`config.mk`:
```
export PLATFORM = sky130hd
export DESIGN_NAME = state_seq
export DESIGN_NICKNAME = d
export VERILOG_FILES = /design/src/rtl/state_seq.sv
export SDC_FILE = /design/constraint.sdc
export NUM_CORES = 1
export LEC_CHECK = 0
export CORE_MARGIN = 2
export CORE_UTILIZATION = 40
export CTS_BUF_LIST = sky130_fd_sc_hd__clkbuf_8
export CTS_CLUSTER_DIAMETER = 40
export CTS_CLUSTER_SIZE = 24
export DETAILED_ROUTE_END_ITERATION = 8
export PLACE_DENSITY = 0.75
export REMOVE_ABC_BUFFERS = 1
export SYNTH_ARGS = -nofsm -noshare
export SYNTH_HDL_FRONTEND = slang
export SYNTH_SLANG_ARGS = --single-unit
```
`constraint.sdc`:
```
create_clock -name clk -period 2.15 [get_ports clk]
set_input_delay 0.3225 -clock clk [delete_from_list [all_inputs] [get_ports clk]]
set_output_delay 0.3225 -clock clk [all_outputs]
set_load 0.02 [all_outputs]
```
`src/rtl/state_seq.sv`:
```
// Instruction sequencer FSM: FETCH/DECODE/DEREF/LOAD/EXEC/STORE with registered,
// glitch-free strobes. Define STATE_SEQ_HALT_EN to add the halt input and HALT state.
module state_seq (
    input  logic        clk,
    input  logic        rst,
    input  logic [11:0] ibus,
    input  logic        mem_ack,
`ifdef STATE_SEQ_HALT_EN
    input  logic        halt,
    output logic        halted,
`endif
    output logic        mem_req,
    output logic        mem_we,
    output logic [11:0] ir,
    output logic        nderef,
    output logic        nstate_load,
    output logic        nstate_exec,
    output logic        nwrp,
    output logic        df_wr,
    output logic [2:0]  state_o
);

    typedef enum logic [2:0] {
        S_FETCH  = 3'd0,
        S_DECODE = 3'd1,
        S_DEREF  = 3'd2,
        S_LOAD   = 3'd3,
        S_EXEC   = 3'd4,
`ifdef STATE_SEQ_HALT_EN
        S_STORE  = 3'd5,
        S_HALT   = 3'd6
`else
        S_STORE  = 3'd5
`endif
    } state_t;

    state_t      state_q, state_d;
    logic [11:0] ir_q, ir_d;
    logic        mem_req_q, mem_we_q, nderef_q, nstate_load_q, nstate_exec_q, nwrp_q, df_wr_q;
    logic        mem_req_d, mem_we_d, nderef_d, nstate_load_d, nstate_exec_d, nwrp_d, df_wr_d;
`ifdef STATE_SEQ_HALT_EN
    logic        halted_q, halted_d;
`endif

    logic [2:0] opcode;
    logic       is_read;
    logic       indirect;
    logic       ack;

    assign opcode   = ir_q[11:9];
    assign is_read  = (opcode <= 3'd3);
    assign indirect = ir_q[8] && (opcode <= 3'd5);
    // An acknowledge only counts while a request is actually on the bus.
    assign ack      = mem_req_q && mem_ack;

    always_comb begin
        state_d = state_q;
        ir_d    = ir_q;
        case (state_q)
            S_FETCH: begin
                if (ack) begin
                    ir_d    = ibus;
                    state_d = S_DECODE;
                end
`ifdef STATE_SEQ_HALT_EN
                else if (halt) begin
                    state_d = S_HALT;
                end
`endif
            end
            S_DECODE: begin
                if (indirect)     state_d = S_DEREF;
                else if (is_read) state_d = S_LOAD;
                else              state_d = S_EXEC;
            end
            S_DEREF: begin
                if (ack) state_d = is_read ? S_LOAD : S_EXEC;
            end
            S_LOAD: begin
                if (ack) state_d = S_EXEC;
            end
            S_EXEC: begin
                state_d = (opcode == 3'd4) ? S_STORE : S_FETCH;
            end
            S_STORE: begin
                if (ack) state_d = S_FETCH;
            end
`ifdef STATE_SEQ_HALT_EN
            S_HALT: begin
                if (!halt) state_d = S_FETCH;
            end
`endif
            default: state_d = S_FETCH;
        endcase
    end

    // Strobes are decoded from the next state and registered with it, so each
    // output flop mirrors the state register and never glitches.
    always_comb begin
        mem_req_d     = (state_d == S_FETCH) || (state_d == S_DEREF) ||
                        (state_d == S_LOAD)  || (state_d == S_STORE);
        mem_we_d      = (state_d == S_STORE);
        nderef_d      = (state_d != S_DEREF);
        nstate_load_d = (state_d != S_LOAD);
        nstate_exec_d = (state_d != S_EXEC);
        nwrp_d        = !((state_d == S_EXEC) && (opcode == 3'd5));
        df_wr_d       = (state_d == S_EXEC) && (opcode == 3'd6);
`ifdef STATE_SEQ_HALT_EN
        halted_d      = (state_d == S_HALT);
`endif
    end

    always_ff @(posedge clk or posedge rst) begin
        if (rst) begin
            state_q       <= S_FETCH;
            ir_q          <= 12'h000;
            mem_req_q     <= 1'b0;
            mem_we_q      <= 1'b0;
            nderef_q      <= 1'b1;
            nstate_load_q <= 1'b1;
            nstate_exec_q <= 1'b1;
            nwrp_q        <= 1'b1;
            df_wr_q       <= 1'b0;
`ifdef STATE_SEQ_HALT_EN
            halted_q      <= 1'b0;
`endif
        end else begin
            state_q       <= state_d;
            ir_q          <= ir_d;
            mem_req_q     <= mem_req_d;
            mem_we_q      <= mem_we_d;
            nderef_q      <= nderef_d;
            nstate_load_q <= nstate_load_d;
            nstate_exec_q <= nstate_exec_d;
            nwrp_q        <= nwrp_d;
            df_wr_q       <= df_wr_d;
`ifdef STATE_SEQ_HALT_EN
            halted_q      <= halted_d;
`endif
        end
    end

    assign mem_req     = mem_req_q;
    assign mem_we      = mem_we_q;
    assign ir          = ir_q;
    assign nderef      = nderef_q;
    assign nstate_load = nstate_load_q;
    assign nstate_exec = nstate_exec_q;
    assign nwrp        = nwrp_q;
    assign df_wr       = df_wr_q;
    assign state_o     = state_q;
`ifdef STATE_SEQ_HALT_EN
    assign halted      = halted_q;
`endif

endmodule

```
==> load_flow_metrics.sql, run 1 <==
INSERT INTO impl_metrics (metric_group, metric, value, unit) VALUES
('pwr', 'power-per-cell-area', '1530', 'nW/um2'),
('setup_path', 'critical_path.slowest_cell', 'sky130_fd_sc_hd__clkdlybuf4s50_1', ''),
('grt', 'antenna_found_initial', '0', ''),
('floorplanning', 'floorplan.rows', '17', ''),
('drt', 'drt.antenna.violating_nets', '0', ''),
('finish', 'antenna_cells_inserted', '0', ''),
('setup_path', 'worst-endpoint-arrival', '1.44', 'ns'),
('setup_path', 'list_of_cells_traversed_by_the_critical_path', 'clkdlybuf4s50_1', ''),
('pwr', 'p_sw_share', '37.1', '%'),
('finish', 'postLayoutCellArea', '1350', 'um2'),
('setup_path', 'reg2reg_slack', '0.64', 'ns'),
('pwr', 'worst_ir_drop_vdd', '0.965', 'mV'),
('synth', 'ys_types', '22', ''),
('timing', 'post-route-min-period', '1.76', 'ns'),
('setup_path', 'critical_path.n_buffers_inverters', '1', ''),
('floorplanning', 'die-height', '51.4', 'um'),
('finish', 'layout.nets', '123', ''),
('drt', 'route.met2.wl', '912', 'um'),
('grt', 'grt_first_pass_wirelength', '3.13', 'mm'),
('timing', 'finalClockSkew', '0.00508', 'ns'),
('timing', 'worst-slew-pin-transition', '0.543', 'ns'),
('synth', 'synthXorXnorAreaFrac', '0', '%'),
('finish', 'final_layout_size_suffix_gt1_share', '23.4', '%'),
('drt', 'avgViaCountPerCell', '5.03', ''),
('setup_path', 'r2r_start', 'state_o[0]$_DFF_PP0_', ''),
('synth', 'synth_top_family_by_area', 'multiplexers', ''),
('timing', 'finalMaxSlewViolations', '0', ''),
('pwr', 'power.share.combinational', '49.0', '%'),
('finish', 'layout.cells.most_common_list', '36 x sky130_fd_sc_hd__clkdlybuf4s50_1, 18 x sky130_fd_sc_hd__dfrtp_1, 6 x sky130_fd_sc_hd__nand2_1', ''),
('timing', 'final_min_period_over_clock_period', '82.0', '%'),
('grt', 'grt_max_degree', '16', ''),
('clock_tree', 'root_buffer', 'sky130_fd_sc_hd__clkbuf_8', ''),
('synth', 'netlist_area', '897', 'um2'),
('timing', 'final_hold_viol_count', '0', ''),
('drt', 'vias', '679', ''),
('drt', 'drt-pass1-iter-count', '4', ''),
('synth', 'synth-seq-area-share', '61.9', '%'),
('synth', 'synthAdderAreaFrac', '0', '%'),
('floorplanning', 'initial_core_util', '41.3', '%'),
('placed_design', 'preCtsSetupSlack', '0.301', 'ns'),
('grt', 'grt_util_all_layers', '16.1', '%'),
('setup_path', 'cp_top_family', 'buffers and inverters', ''),
('finish', 'final_common_cell', 'sky130_fd_sc_hd__clkdlybuf4s50_1', ''),
('drt', 'top_layer_used', 'met3', ''),
('drt', 'detail_route.wl_per_cell', '13.5', 'um'),
('clock_tree', 'clock_sinks', '22', ''),
('timing', 'totalNegativeSetupSlack', '0', 'ns'),
('pwr', 'power.share.clock', '13.9', '%'),
('finish', 'final-seq-area', '556', 'um2'),
('timing', 'final_critical_path_setup_slack', '0.386', 'ns'),
('clock_tree', 'worst_skew_pair.late_latency', '0.26', 'ns'),
('finish', 'multiInputGateArea', '312', 'um2'),
('clock_tree', 'post_cts_hold_buffer_count', '0', ''),
('grt', 'globalRouteOverflowTotal', '0', ''),
('pwr', 'internal_power', '1.30', 'mW'),
('timing', 'fmaxAchievable', '567', 'MHz'),
('setup_path', 'reg2reg_depth', '3', ''),
('grt', 'grt_pass1_vias', '727', ''),
('setup_path', 'timing.critical_path.slowest_cell_delay', '0.67', 'ns'),
('finish', 'area_growth_syn_to_layout', '50.6', '%'),
('placed_design', 'io_buffer_count', '36', ''),
('timing', 'slew_headroom', '63.7', '%'),
('drt', 'route.met3.wl', '149', 'um'),
('pwr', 'power.net_switching', '764', 'uW'),
('synth', 'number_of_warning_messages_in_the_yosys_log', '0', ''),
('setup_path', 'crit-reg2reg-capture', 'ir[5]$_DFFE_PP0P_', ''),
('setup_path', 'critical_path.startpoint_type', 'flop', ''),
('synth', 'synth.ff_latch_count', '22', ''),
('clock_tree', 'cts_setup_buffers', '0', ''),
('outcome', 'run_status', 'finished clean', ''),
('drt', 'wl', '1.82', 'mm');
-- how the worst max path moves through the flow --
stage,startpoint,to,cells past startpoint
after detailed placement,mem_ack,ir[5]$_DFFE_PP0P_,5
after global routing,state_o[0]$_DFF_PP0_,state_o[0],1
after global placement,mem_ack,ir[7]$_DFFE_PP0P_,5
final,state_o[0]$_DFF_PP0_,state_o[0],1
after CTS,state_o[0]$_DFF_PP0_,state_o[0],1
after floorplan,state_o[1]$_DFF_PP0_,ir[4]$_DFFE_PP0P_,2
-- power by group through the flow --
stage          combinational, mW  sequential (mW)  clock (mW)
6_report                    1.01            0.764       0.287
5_1_grt                     1.09            0.793       0.309
4_1_cts                     1.02            0.765       0.294
3_5_place_dp                1.01            0.769           0
3_3_place_gp               0.993            0.760           0
2_1_floorplan              0.360            0.955           0
-- area by class of cell --
cell class	count	share of cell area [%]
timing repair buffer	38	27.8
tap	28	2.59
inverter	5	1.39
multi-input combinational	38	23.1
sequential	22	41.1
clock buffer	4	4.07
-- flip-flops by register name (all words and copies together) (netlist names) --
name	count
ir	12
state_o	3
df_wr	1
mem_req	1
mem_we	1
nderef	1
nstate_exec	1
nstate_load	1
nwrp	1
-- Yosys cell counts, drive strengths merged --
cell type,number,area share (%)
a21oi,2,1.5
a32oi,1,0.98
buf,1,1.3
dfrtp,18,50
dfstp,4,12
inv,5,2.1
mux2,10,15
nand2,6,2.5
nand2b,2,1.4
nand3b,1,0.84
nand4,1,0.70
nand4b,1,0.98
nor2,3,1.3
nor2b,2,1.4
nor4,2,3.8
o2111ai,1,0.98
o21ai,5,2.8
or3b,1,0.98
-- through the flow --
step                      hold WS (ns)  cells
after detailed placement         0.492    131
after CTS                        0.416    135
after global routing             0.449    135
final                            0.400    135
after global placement           0.494    131
after floorplan                  0.309     65
-- cell families (layout without fill, tap and decap cells) --
kind of cell	Yosys count	in the layout
and+or+nand+nor	19	19
buffers and inverters	6	47
DFF	22	22
AOI/OAI and AO/OA	9	9
muxes	10	10
-- routing by layer --
metal,track usage [%],up-vias
li1,-,308
met1,19.4,336
met2,27.5,35
met3,4.68,0
met4,5.26,0
met5,0,-
(Power assumes the default switching activity.)
==> inputs of run 2 (changes only) <==
clock period = 1.68 ns   (was 2.15 ns; I/O delays follow)
==> load_flow_metrics.sql, run 2 (synthesis results as in run 1) <==
INSERT INTO impl_metrics (metric_group, metric, value, unit) VALUES
('finish', 'layout.nets', '126', ''),
('timing', 'worst-slew-pin-transition', '0.468', 'ns'),
('grt', 'globalRouteOverflowTotal', '0', ''),
('finish', 'final_common_cell', 'sky130_fd_sc_hd__clkdlybuf4s50_1', ''),
('pwr', 'internal_power', '1.63', 'mW'),
('finish', 'nFillCells', '180', ''),
('finish', 'largest_register_ffs', '12', ''),
('pwr', 'power-per-cell-area', '1880', 'nW/um2'),
('setup_path', 'critical_path.slowest_cell', 'sky130_fd_sc_hd__clkdlybuf4s50_1', ''),
('drt', 'avgViaCountPerCell', '5.01', ''),
('timing', 'final_hold_viol_count', '0', ''),
('setup_path', 'cp_max_fo', '1', ''),
('placed_design', 'io_buffer_count', '36', ''),
('timing', 'slew_headroom', '68.8', '%'),
('floorplanning', 'die_area', '2640', 'um2'),
('setup_path', 'critical_path.n_buffers_inverters', '1', ''),
('drt', 'drt.antenna.violating_nets', '0', ''),
('setup_path', 'reg2reg_depth', '3', ''),
('setup_path', 'worst-endpoint-arrival', '1.36', 'ns'),
('drt', 'vias', '687', ''),
('placed_design', 'placed_area', '1320', 'um2'),
('drt', 'drt-pass1-iter-count', '4', ''),
('placed_design', 'dpl_wire_length', '1.35', 'mm'),
('clock_tree', 'post_cts_hold_buffer_count', '0', ''),
('grt', 'grt_util_all_layers', '14.8', '%'),
('timing', 'final.hold.worst_slack', '0.307', 'ns'),
('setup_path', 'timing.setup.critical_path_class', 'flop to primary output', ''),
('setup_path', 'critical_path.startpoint_type', 'flop', ''),
('clock_tree', 'path_clk_slew', '0.07', 'ns'),
('setup_path', 'r2r_start', 'state_o[1]$_DFF_PP0_', ''),
('floorplanning', 'floorplan.rows', '17', ''),
('timing', 'final_min_period_over_clock_period', '95.9', '%'),
('setup_path', 'crit-reg2reg-capture', 'ir[7]$_DFFE_PP0P_', ''),
('clock_tree', 'cts-htree-levels', '1', ''),
('setup_path', 'timing.critical_path.slowest_cell_delay', '0.59', 'ns'),
('setup_path', 'list_of_cells_traversed_by_the_critical_path', 'clkdlybuf4s50_1', ''),
('clock_tree', 'cts_tree', 'done', ''),
('clock_tree', 'worst_skew_pair.late_latency', '0.25', 'ns'),
('outcome', 'run_status', 'finished clean', ''),
('grt', 'grt_first_pass_wirelength', '2.95', 'mm'),
('drt', 'number_of_drc_violations_after_detailed_routing', '0', ''),
('grt', 'grt_max_degree', '14', ''),
('setup_path', 'reg2reg_slack', '0.22', 'ns'),
('job', 'cap_viol_max_count', '0', ''),
('finish', 'postLayoutCellArea', '1370', 'um2'),
('pwr', 'power.share.clock', '11.7', '%'),
('timing', 'fmaxAchievable', '620', 'MHz'),
('clock_tree', 'root_buffer', 'sky130_fd_sc_hd__clkbuf_8', ''),
('pwr', 'p_sw_share', '37.0', '%'),
('worst_hold_path', 'timing.hold.worst.class', 'input port to asynchronous set/reset pin', ''),
('setup_path', 'critPathCaptureType', 'primary output', ''),
('setup_path', 'cp.required', '1.43', 'ns'),
('pwr', 'power.net_switching', '953', 'uW'),
('finish', 'final_layout_size_suffix_gt1_share', '25.7', '%'),
('pwr', 'power.sequential.fraction', '38.1', '%'),
('drt', 'detail_route.wl_per_cell', '12.5', 'um'),
('drt', 'wl', '1.71', 'mm'),
('floorplanning', 'die-height', '51.4', 'um'),
('grt', 'grt_pass1_vias', '705', ''),
('floorplanning', 'initial_core_util', '41.3', '%'),
('finish', 'area_growth_syn_to_layout', '52.6', '%'),
('floorplanning', 'ios', '37', ''),
('grt', 'antenna_found_initial', '0', ''),
('timing', 'finalClockSkew', '0.00152', 'ns'),
('floorplanning', 'die-width', '51.4', 'um'),
('pwr', 'worst_ir_drop_vdd', '1.10', 'mV'),
('setup_path', 'cp_top_family', 'buffers and inverters', ''),
('pwr', 'power.share.combinational', '50.2', '%'),
('floorplanning', 'core_area', '2170', 'um2'),
('placed_design', 'finalWeightedCongestion', '0.821', ''),
('clock_tree', 'clock_sinks', '22', ''),
('clock_tree', 'cts_setup_buffers', '0', ''),
('finish', 'antenna_cells_inserted', '0', ''),
('timing', 'setup-violations-final', '0', ''),
('timing', 'finalMaxSlewViolations', '0', ''),
('finish', 'layout.cells.most_common_list', '33 x sky130_fd_sc_hd__clkdlybuf4s50_1, 17 x sky130_fd_sc_hd__dfrtp_1, 6 x sky130_fd_sc_hd__nand2_1', ''),
('drt', 'drt-initial-drc-count', '14', ''),
('timing', 'post-route-min-period', '1.61', 'ns'),
('clock_tree', 'clock_tree.buffer_depth', '2', ''),
('clock_tree', 'clock_buffers_created_by_tritoncts', '3', ''),
('pwr', 'p_total', '2.58', 'mW'),
('timing', 'grt_setup_unrepaired', 'false', ''),
('pwr', 'static-leakage-power', '0.618', 'nW');
-- run 2: changes by cell type in the layout (fill, tap and decap cells not counted) --
cell                              change
sky130_fd_sc_hd__buf_4                +3
sky130_fd_sc_hd__clkbuf_8             -1
sky130_fd_sc_hd__clkdlybuf4s50_1      -3
sky130_fd_sc_hd__dfrtp_1              -1
sky130_fd_sc_hd__dfrtp_2              +1
sky130_fd_sc_hd__dlymetal6s2s_1       +3
-- run 2: worst max path at each step --
stage,end,cells after the start,slack [ns],startpoint
floorplan,ir[4]$_DFFE_PP0P_,2,-0.08,state_o[1]$_DFF_PP0_
global placement,ir[7]$_DFFE_PP0P_,5,0.009,mem_ack
detailed placement,ir[7]$_DFFE_PP0P_,5,-0.03,mem_ack
CTS,state_o[1],1,0.04,state_o[1]$_DFF_PP0_
global route,state_o[0],1,0.03,state_o[0]$_DFF_PP0_
finish,nstate_exec,1,0.07,nstate_exec$_DFF_PP1_
-- run 2: area by class of cell --
cell class	instances	area (um2)	share of cell area, %
Clock buffer	3	41.3	3.02
Inverter	5	18.8	1.37
Multi-Input combinational cell	38	312	22.8
Sequential cell	22	557	40.7
Tap cell	28	35.0	2.56
Timing Repair Buffer	41	405	29.6
-- run 2: per-stage QoR --
stage | instances | setup slack, ns | setup TNS [ns] | utilization [%]
final | 137 | 0.0683 | 0 | 63.1
after global routing | 137 | 0.0350 | 0 | 63.1
after CTS | 137 | 0.0350 | 0 | 62.7
after detailed placement | 134 | -0.0257 | -0.0724 | 60.8
after global placement | 134 | 0.00918 | 0 | 60.8
after floorplan | 65 | -0.0766 | -0.485 | -
-- run 2: metal layers --
| metal | GRT usage [%] | vias to the layer above | part of all wire [%] |
|---|---|---|---|
| met5 | 0 | - | 0 |
| met4 | 3.95 | 0 | 0 |
| met3 | 2.92 | 0 | 8.2 |
| met2 | 25.8 | 33 | 52 |
| met1 | 19.0 | 337 | 40 |
| li1 | - | 317 | - |
-- run 2: power by group through the flow --
stage	clock (mW)	sequential, mW	combinational, mW
2_1_floorplan	0	1.22	0.461
3_3_place_gp	0	0.973	1.29
3_5_place_dp	0	0.981	1.31
4_1_cts	0.314	0.987	1.32
5_1_grt	0.331	1.02	1.39
6_report	0.301	0.981	1.30
-- run 2: what timing repair did --
item                       4_1_cts  5_1_grt
setup endpoints to repair        1        3
gates resized for setup          1        3
gates cloned                     0        0
==> inputs of run 3 (changes only) <==
GPL_ROUTABILITY_DRIVEN = 1   (was not set)
==> results of run 3 <==
No change in the layout: final DEF, timing and power equal those of run 2.
